$ cat src/rtl/mole_pkg.sv
// mole_pkg: shared states, constants and helpers for the reaction-game round sequencer
package mole_pkg;
    typedef enum logic [2:0] {S_IDLE, S_DRAW, S_LATCH, S_SHOW, S_GAP, S_DONE} state_t;
    localparam int KEYS = 4;
    localparam int LVL_MAX = 3;
    localparam int HITS_PER_LVL = 4;
    function automatic logic [7:0] sat_inc(input logic [7:0] v);
        return (v == 8'hFF) ? v : v + 8'd1;
    endfunction
    function automatic logic [1:0] lvl_of(input logic [7:0] s);
        return (s >= 8'(HITS_PER_LVL * LVL_MAX)) ? 2'(LVL_MAX) : 2'(s / 8'(HITS_PER_LVL));
    endfunction
endpackage

$ cat src/rtl/key_edge_det.sv
// key_edge_det: registers the key inputs and flags 0->1 transitions one cycle later
module key_edge_det import mole_pkg::*; (
    input  logic            clk,
    input  logic            rst_n,
    input  logic [KEYS-1:0] key_in,
    output logic [KEYS-1:0] rise,
    output logic [KEYS-1:0] key_lvl
);
    logic [KEYS-1:0] key_q;
    // two-stage key history, kept in every state so held keys never look like presses
    always_ff @(posedge clk or negedge rst_n) begin
        if (!rst_n) begin
            key_lvl <= '0;
            key_q   <= '0;
        end else begin
            key_lvl <= key_in;
            key_q   <= key_lvl;
        end
    end
    assign rise = key_lvl & ~key_q;
endmodule

$ cat src/rtl/mole_round_ctrl.sv
// mole_round_ctrl: round sequencer for the 4-key reaction game (optional MOLE_LEVEL_EN difficulty levels)
module mole_round_ctrl import mole_pkg::*; #(
    parameter int ROUNDS  = 16,
    parameter int TIMEOUT = 4000000,
    parameter int GAP     = 1000000,
    parameter int TO_W    = 26
) (
    input  logic            clk,
    input  logic            rst_n,
    input  logic            start,
    input  logic [KEYS-1:0] key_in,
    input  logic [KEYS-1:0] key_random,
    output logic            en_random,
    output logic [KEYS-1:0] led,
    output logic [7:0]      score,
    output logic [7:0]      miss_cnt,
    output logic [7:0]      round,
    output logic [1:0]      level,
    output logic            busy,
    output logic            done
);
    state_t          state, state_nx;
    logic [TO_W-1:0] cnt, window;
    logic [KEYS-1:0] target, rise, key_lvl;
    logic            press, hit, expire, restart, unused_ok;

    key_edge_det u_edge (
        .clk     (clk),
        .rst_n   (rst_n),
        .key_in  (key_in),
        .rise    (rise),
        .key_lvl (key_lvl)
    );

    assign unused_ok = ^key_random[3:2];
    assign press     = (state == S_SHOW) && |rise;
    assign hit       = press && (key_lvl == target);
    assign expire    = cnt == TO_W'(1);
    assign restart   = start && (state == S_IDLE || state == S_DONE);

`ifdef MOLE_LEVEL_EN
    // level follows the hit count; the window picks it up at the next LATCH
    always_ff @(posedge clk or negedge rst_n) begin
        if (!rst_n) level <= 2'd0;
        else if (restart) level <= 2'd0;
        else if (hit) level <= lvl_of(sat_inc(score));
    end
    assign window = TO_W'(TIMEOUT) >> level;
`else
    assign level  = 2'd0;
    assign window = TO_W'(TIMEOUT);
`endif

    // state register
    always_ff @(posedge clk or negedge rst_n) begin
        if (!rst_n) state <= S_IDLE;
        else state <= state_nx;
    end

    // next-state and state-decoded outputs
    always_comb begin
        state_nx  = state;
        en_random = state == S_DRAW;
        led       = (state == S_SHOW) ? target : '0;
        busy      = state inside {S_DRAW, S_LATCH, S_SHOW, S_GAP};
        done      = state == S_DONE;
        case (state)
            S_IDLE, S_DONE: if (start) state_nx = S_DRAW;
            S_DRAW:         state_nx = S_LATCH;
            S_LATCH:        state_nx = S_SHOW;
            S_SHOW:         if (press || expire) state_nx = S_GAP;
            S_GAP:          if (expire) state_nx = (round == 8'(ROUNDS)) ? S_DONE : S_DRAW;
            default:        state_nx = S_IDLE;
        endcase
    end

    // target latch, window/gap counter and saturating score counters
    always_ff @(posedge clk or negedge rst_n) begin
        if (!rst_n) begin
            cnt      <= '0;
            target   <= '0;
            score    <= '0;
            miss_cnt <= '0;
            round    <= '0;
        end else begin
            case (state)
                S_IDLE, S_DONE: if (start) begin
                    score    <= '0;
                    miss_cnt <= '0;
                    round    <= '0;
                end
                S_LATCH: begin
                    target <= KEYS'(1) << key_random[1:0];
                    cnt    <= window;
                end
                S_SHOW: if (press || expire) begin
                    score    <= hit ? sat_inc(score) : score;
                    miss_cnt <= hit ? miss_cnt : sat_inc(miss_cnt);
                    round    <= round + 8'd1;
                    cnt      <= TO_W'(GAP);
                end else begin
                    cnt <= cnt - TO_W'(1);
                end
                S_GAP:   cnt <= cnt - TO_W'(1);
                default: ;
            endcase
        end
    end
endmodule

$ cat config.mk
export PLATFORM = sky130hd
export DESIGN_NAME = mole_round_ctrl
export DESIGN_NICKNAME = d
export VERILOG_FILES = /design/src/rtl/mole_pkg.sv /design/src/rtl/key_edge_det.sv /design/src/rtl/mole_round_ctrl.sv
export SDC_FILE = /design/constraint.sdc
export NUM_CORES = 1
export LEC_CHECK = 0
export BUFFER_PORTS_ARGS = -buffer_cell sky130_fd_sc_hd__buf_2
export CORE_MARGIN = 2
export CORE_UTILIZATION = 45
export DETAILED_ROUTE_END_ITERATION = 12
export PLACE_DENSITY_LB_ADDON = 0.05
export SKIP_LAST_GASP = 1
export SLEW_MARGIN = 20
export SYNTH_ARGS = -nofsm -noshare
export SYNTH_HDL_FRONTEND = slang
export SYNTH_SLANG_ARGS = --single-unit
$ cat constraint.sdc
create_clock -name clk -period 4.8 [get_ports clk]
set_input_delay 0.48 -clock clk [delete_from_list [all_inputs] [get_ports clk]]
set_output_delay 0.48 -clock clk [all_outputs]
set_load 0.01 [all_outputs]
==> results of run 1 <==
==> cell usage in the layout, fill, tap and decap left out, types with 6 or more instances in the layout <==
master / Yosys / layout
dfrtp_1: 65 / 65
nor2_1: 42 / 42
nand2_1: 40 / 40
buf_2: 3 / 39
nand3_1: 20 / 20
xnor2_1: 18 / 18
o21ai_0: 17 / 17
nor3_1: 15 / 15
nor4_1: 14 / 14
xor2_1: 13 / 13
nand2b_1: 10 / 10
a21oi_1: 10 / 10
clkbuf_8: 0 / 10
inv_1: 7 / 7
o31ai_1: 6 / 6
ha_1: 6 / 6
==> flip-flops by register name, indices dropped and copies added (netlist names) <==
signal          cells
cnt                26
miss_cnt            8
round               8
score               8
target              4
u_edge.key_lvl      4
u_edge.key_q        4
state               3
==> power breakdown <==
part	internal, mW	total, mW	switching (mW)
clock	0.306	0.513	0.207
combinational	0.298	0.796	0.498
sequential	0.667	0.825	0.159
total	1.27	2.13	0.864
==> metrics by stage <==
stage / utilization (%) / worst slack (ns) / hold slack, ns / total power [mW] / cell area, sq um
floorplan: - / 2.28 / 0.184 / 1.41 / 3500
global placement: 49.1 / 1.98 / 0.406 / 1.62 / 3750
detailed placement: 49.1 / 1.92 / 0.402 / 1.63 / 3750
CTS: 51.9 / 1.91 / 0.227 / 2.16 / 3970
global route: 52.0 / 1.77 / 0.218 / 2.31 / 3980
finish: 52.0 / 1.93 / 0.240 / 2.13 / 3980
==> routing by layer <==
layer  wire length, um  global-route usage [%]  vias up
li1                  -                       -     1395
met3               224                    3.37        9
met5                 0                       0        -
met1              3710                    26.0     1351
met2              3470                    30.0       41
met4               117                    7.96        0
==> synthesized netlist by cell type (10+ instances only) <==
library cell  count  area share, %
dfrtp_1          65             46
nor2_1           42            4.5
nand2_1          40            4.3
nand3_1          20            2.9
xnor2_1          18            4.5
o21ai_0          17            2.4
nor3_1           15            2.1
nor4_1           14            2.5
xor2_1           13            3.3
a21oi_1          10            1.4
nand2b_1         10            1.8
==> worst max-delay path, stage by stage (launching register included) <==
cell and delay [ns]:
dfrtp_1 0.45, or4_4 0.56, or3_1 0.55, or3_4 0.48, and2_4 0.17, a21oi_4 0.42, nor2_1 0.11
==> cell families (layout without fill, tap and decap cells) <==
group	after synthesis	count (layout)	synth area share, %
buffers and inverters	23	64	3.32
flip-flops	65	65	46.5
other	1	2	0.107
XOR/XNOR	31	31	7.76
AND/OR/NAND/NOR	188	188	27.9
adder cells (fa/ha/maj)	6	6	2.15
AO/OA/AOI/OAI	56	56	11.4
multiplexers	3	3	0.858
==> area by class of cell <==
type | count | area, sq um | area share (%)
Clock buffer | 11 | 141 | 3.55
Tap cell | 102 | 128 | 3.21
Sequential cell | 65 | 1630 | 40.9
Multi-Input combinational cell | 286 | 1770 | 44.4
Clock inverter | 5 | 78.8 | 1.98
Inverter | 7 | 26.3 | 0.660
Timing Repair Buffer | 41 | 210 | 5.28
==> path summary, 6_finish.rpt <==
path | startpoint | end | slack [ns] | cells past startpoint
max in group asynchronous | rst_n | cnt[23] | 3.95 | 2
setup reg to reg | cnt[12] | cnt[12] | 1.93 | 6
hold reg to reg | u_edge.key_lvl[2] | u_edge.key_q[2] | 0.42 | 0
setup / recovery | cnt[12] | cnt[12] | 1.93 | 6
min in group asynchronous | rst_n | round[0] | 0.30 | 2
hold / removal | key_in[0] | u_edge.key_lvl[0] | 0.24 | 1
==> results.cfg, run 1 <==
[logic_synthesis]
ys_warn_count = 0
yosysSeqAreaShare_pct = 46.5
synth_flop_cell = dfrtp_1
synth.avg_cell_area_sq_um = 9.38
syn_inst = 373
synth_enable_flop_cells = 0
synthArstFlopShare_pct = 100
syn-cell-area_sq_um = 3500
ys_seq_elements = 65
synth_cell_types = 59

[die]
dieArea_sq_um = 8500
core_sq_um = 7650
rows = 32
die_h_um = 92.2
num_io_pins = 44
die_width_um = 92.2
start_util_pct = 45.8

[global_routing]
grt_util_all_layers_pct = 19.1
antenna_found_initial = 0
grt_max_degree = 66
grt_pass1_vias = 2635
grt_overflow = 0
grt_pass1_wl_um = 12700

[sta]
max_freq_ghz = 0.349
grt_setup_unrepaired = no
worstMarginPinSlew_ns = 0.814
skew_ns = 0.0108
fin_crit_sh_pct = 59.8
drv_slew = 0
fin_tns_setup_ns = 0
fin_crit_ns = 2.87
setup_viol = 0
relSlewSlack_pct = 45.8
hold_violations = 0

[finish]
area_growth_pct = 13.7
fin_nets = 427
instances_no_fill = 517
drive_above_1_share_pct = 17.3
fillers = 720
antenna_cells = 0

[status]
outcome = completed

[critical_path]
critPathKind = reg2reg
startpoint_type = flip-flop
crit_required_ns = 5.01
cp_data_arrival_time_ns = 3.07
endpoint_kind = flip-flop
crit_fanout = 16

[clock_tree]
clk_pin_slew_ns = 0.07
cts_inserted_buffers = 9
cts_resized = 0
cts_tree = yes
insertion_delay_ns = 0.34
max-clock-path-buffers = 2
cts.sinks = 65
clock-root-buffer = clkbuf_8
htreeDepth = 3
cts_setup_buffers = 0
cts_hold_buffers = 0

[placed_design]
gp_congestion = 0.816
numPortBuffers = 39
placed_cells = 501
hpwl_um = 5130

[drt]
num_vias = 2796
post_drt_wl_per_cell_um = 14.5
viasPerCell = 5.41
drt-total-wl_um = 7520
firstDrtPassIters = 4
drt_iter0_markers = 168
ant_nets = 0
drcViolationCount = 0

[hold_path]
hold_class = in2reg

[pwr]
ir_drop_mv = 0.187
p_leak_nw = 1.76
power_density_nw_per_um2 = 537

[job]
maxCapViolations = 0
No activity file was read; power rests on OpenSTA's default activity.
==> run 2, diff against run 1 <==
Clock period 4.8 ns to 2.6 ns, I/O delays scaled along.
==> run 2 against run 1 <==
  * Combinational power rose by 120%
  * Non-clock buffer count up 21
  * Worst hold slack got worse by 0.22 ns
  * Fmax rose by 15%
  * Critical path depth did not move
  * Power grew 97%
  * Routed wire length is 4.1% higher
  * Largest cell class unchanged
==> results.cfg, run 2 (same netlist as run 1, synthesis figures left out) <==
[drt]
firstDrtPassIters = 4
viasPerCell = 5.34
num_vias = 2871
drcViolationCount = 0
drt-total-wl_um = 7830
ant_nets = 0
post_drt_wl_per_cell_um = 14.6
drt_iter0_markers = 185

[sta]
drv_slew = 0
fin_crit_sh_pct = 95.9
grt_setup_unrepaired = no
worstMarginPinSlew_ns = 0.711
hold_violations = 0
setup_viol = 0
fin_tns_setup_ns = 0
fin_crit_ns = 2.49
relSlewSlack_pct = 52.6
skew_ns = 0.00991
max_freq_ghz = 0.401
whs_ns = 0.0174

[pwr]
power_density_nw_per_um2 = 1010
p_leak_nw = 1.87
ir_drop_mv = 0.366

[die]
rows = 32
die_h_um = 92.2
core_sq_um = 7650
num_io_pins = 44
start_util_pct = 45.8
dieArea_sq_um = 8500
die_width_um = 92.2

[finish]
multiInputGateArea_sq_um = 1770
final_cell_mix = dfrtp_1 (65), nor2_1 (42), nand2_1 (39), buf_2 (39)
fillers = 725
largest_register_ffs = 26
drive_above_1_share_pct = 21.3
stdcell_area_sq_um = 4170
antenna_cells = 0
layout_commonest_cell = dfrtp_1
area_growth_pct = 19.2
fin_nets = 448
postLayoutCoreUtil_pct = 54.6
regArea_sq_um = 1630
regMostFlops = cnt

[global_routing]
antenna_found_initial = 0
grt_pass1_vias = 2824
grt_pass1_wl_um = 13600
grt_max_degree = 38
grt_overflow = 0
grt_util_all_layers_pct = 20.3

[clock_tree]
cts_inserted_buffers = 9
cts_setup_buffers = 0
max-clock-path-buffers = 2
insertion_delay_ns = 0.34
htreeDepth = 3
clk_pin_slew_ns = 0.07
cts_tree = yes
clock-root-buffer = clkbuf_8
cts.sinks = 65

[job]
maxCapViolations = 0

[critical_path]
crit_fanout = 4
endpoint_kind = flip-flop
regToRegStartpoint = cnt[15]
critPathKind = reg2reg
reg2reg_to = cnt[20]
startpoint_type = flip-flop
rr_worst_depth = 6
r2r_slack_ns = 0.11
crit_required_ns = 2.82
cp_data_arrival_time_ns = 2.71

[placed_design]
numPortBuffers = 39
hpwl_um = 5640
gp_congestion = 0.783
dpl-instance-area_sq_um = 3930

[hold_path]
hold_class = in2reg
min_path_cells = 1
min_to = u_edge.key_lvl[0]
hp-start = key_in[0]

[status]
outcome = completed
==> run 2: cell count changes in the layout (fill, tap and decap cells not counted), sizes merged <==
cell         change
clkinv           -1
dlygate4sd3      +1
clkinvlp         +1
buf             +20
==> run 2: per-stage QoR <==
stage,power [mW],cells,setup WS (ns)
2_1_floorplan,2.61,374,0.0813
3_3_place_gp,3.21,521,0.144
3_5_place_dp,3.24,521,0.121
4_1_cts,4.24,538,0.108
5_1_grt,4.55,538,0.00943
6_report,4.21,538,0.106
==> run 2: worst max-delay path: stages, from the launching register on <==
cell and delay (ns):
dfrtp_1 0.39, or4_4 0.55, or3_1 0.44, or3_4 0.44
a21oi_4 0.18, o21ai_2 0.07, a211o_1 0.31
==> run 2: per-layer routing <==
metal | part of all wire, % | track usage (%)
met5 | 0 | 0
met4 | 1.6 | 7.96
met3 | 3.1 | 3.29
met2 | 44 | 31.1
met1 | 51 | 28.8
==> run 2: worst max-delay path by stage <==
stage / start / endpoint / slack, ns / depth (start not counted)
finish: cnt[15] / cnt[20] / 0.11 / 6
floorplan: cnt[12] / cnt[20] / 0.08 / 7
global route: cnt[13] / cnt[17] / 0.009 / 7
CTS: cnt[15] / cnt[20] / 0.11 / 6
global placement: cnt[15] / cnt[20] / 0.14 / 6
detailed placement: cnt[15] / cnt[20] / 0.12 / 6
==> run 2: repair_timing <==
item | in CTS | in global routing
endpoints found under the setup margin | 0 | 3
endpoints found under the hold margin | 28 | 0
hold buffers | 1 | 0
gates resized for setup | 0 | 2
==> run 2: final cells by class <==
type | instances | share of cell area [%]
multi-input combinational | 286 | 42.4
sequential | 65 | 39.0
timing repair buffer | 62 | 9.48
clock buffer | 11 | 3.63
tap | 102 | 3.06
clock inverter | 5 | 1.86
inverter | 7 | 0.630
==> run 2: power by group <==
group / switching (mW) / internal, mW
registers: 0.239 / 1.23
logic: 1.03 / 0.731
clock network: 0.392 / 0.589
total: 1.66 / 2.55
==> run 3, diff against run 2 <==
Settings changed: BUFFER_PORTS_ARGS -buffer_cell sky130_fd_sc_hd__buf_2 to -buffer_cell sky130_fd_sc_hd__clkbuf_2, SETUP_SLACK_MARGIN from default to 0.02.
==> run 3 against run 2 <==
  * Fmax up 1.4%
  * Sequential cell count unchanged
  * First-iteration DRC count down 7.0%
  * Clock power down 11%
==> results.cfg, run 3 (same netlist as run 1, synthesis figures left out) <==
[critical_path]
slowest_delay_ns = 0.56
slowest_stage = or4_4
crit_fanout = 16
worst-path-buf-inv = 1
endpoint_kind = flip-flop
cp_cell_sequence = or4_4, or3_4, or3_4, and2_4, a21oi_4, buf_12, nand2b_1
startpoint_type = flip-flop
crit_family = simple AND/OR/NAND/NOR gates
cp_common_cell = or3_4
cp_data_arrival_time_ns = 2.72
crit_required_ns = 2.87
critPathKind = reg2reg
r2r_slack_ns = 0.14

[finish]
final_cell_mix = dfrtp_1 (65), nor2_1 (42), nand2_1 (39), clkbuf_2 (38), buf_4 (21)
layout_commonest_cell = dfrtp_1
fillers = 739
stdcell_area_sq_um = 4160
drive_above_1_share_pct = 21.7
fin_nets = 449
antenna_cells = 0
postLayoutCoreUtil_pct = 54.4
regArea_sq_um = 1630
regMostFlops = cnt
area_growth_pct = 18.9
multiInputGateArea_sq_um = 1770
largest_register_ffs = 26

[sta]
whs_ns = 0.0222
fin_crit_sh_pct = 94.6
fin_crit_ns = 2.46
max_freq_ghz = 0.407
worstMarginPinSlew_ns = 0.707
drv_slew = 0
setup_viol = 0
fin_tns_setup_ns = 0
hold_violations = 0
relSlewSlack_pct = 52.9
grt_setup_unrepaired = no
fin_ws_ns = 0.141
skew_ns = 0.0127

[global_routing]
antenna_found_initial = 0
grt_overflow = 0
grt_max_degree = 36
grt_util_all_layers_pct = 20.0
grt_pass1_wl_um = 13500
grt_pass1_vias = 2755

[drt]
firstDrtPassIters = 4
drcViolationCount = 0
viasPerCell = 5.31
post_drt_wl_per_cell_um = 14.4
drt-total-wl_um = 7770
ant_nets = 0
num_vias = 2861
drt_iter0_markers = 172

[pwr]
power_density_nw_per_um2 = 988
ir_drop_mv = 0.450
p_leak_nw = 1.84

[placed_design]
numPortBuffers = 39
hpwl_um = 5690
gp_congestion = 0.808
post-place-ws_ns = 0.0878
dpl-instance-area_sq_um = 3930

[die]
rows = 32
die_width_um = 92.2
core_sq_um = 7650
num_io_pins = 44
die_h_um = 92.2
start_util_pct = 45.8
dieArea_sq_um = 8500

[hold_path]
hold_class = in2reg

[clock_tree]
clock-root-buffer = clkbuf_8
htreeDepth = 3
clk_pin_slew_ns = 0.08
cts_inserted_buffers = 9
insertion_delay_ns = 0.34
cts_setup_buffers = 0
cts_tree = yes
cts.sinks = 65
max-clock-path-buffers = 2

[status]
outcome = completed

[job]
maxCapViolations = 0
-- run 3: final cells by class --
type / count / share of cell area, %
multi-input cells: 286 / 42.6
flip-flops and latches: 65 / 39.1
repair buffers: 63 / 9.68
clock buffers: 10 / 3.31
well taps: 102 / 3.07
clock inverters: 6 / 1.59
inverters: 7 / 0.632
-- run 3: where the power goes --
group | switching (mW) | internal, mW | leakage (nW)
Combinational | 1.03 | 0.733 | 0.903
Sequential | 0.241 | 1.23 | 0.832
Clock | 0.402 | 0.472 | 0.107
Total | 1.67 | 2.44 | 1.84
-- run 3: per-layer routing --
metal	track usage, %	vias up	part of all wire, %
met2	31.4	57	45
met5	0	-	0
li1	-	1439	-
met4	5.10	0	0.99
met1	28.0	1358	50
met3	4.60	7	4.3
-- run 3: through the flow --
step,std cells,power (mW)
after floorplan,374,2.61
after global placement,522,3.21
after detailed placement,522,3.24
after CTS,539,4.14
after global routing,539,4.45
final,539,4.11
-- run 3: what timing repair did --
action	in CTS	in global routing
hold buffers	1	0
setup endpoints to repair	0	13
gates resized for setup	0	3
endpoints found under the hold margin	24	0
-- run 3: worst paths after layout --
check | start | end | depth (start not counted)
worst max-delay path | cnt[15] | cnt[16] | 7
max in group asynchronous | rst_n | cnt[19] | 3
worst min-delay path | key_in[3] | u_edge.key_lvl[3] | 1
worst max register to register | cnt[15] | cnt[16] | 7
min in group asynchronous | rst_n | round[3] | 2
worst min register to register | u_edge.key_lvl[1] | u_edge.key_q[1] | 0
-- run 3: worst reg2reg max path, delay by kind of cell, from the launching register on --
family / cells / cell delay [ns]
flops: 1 / 0.39
simple gates: 5 / 1.69
buf+inv: 1 / 0.16
compound gates: 1 / 0.16
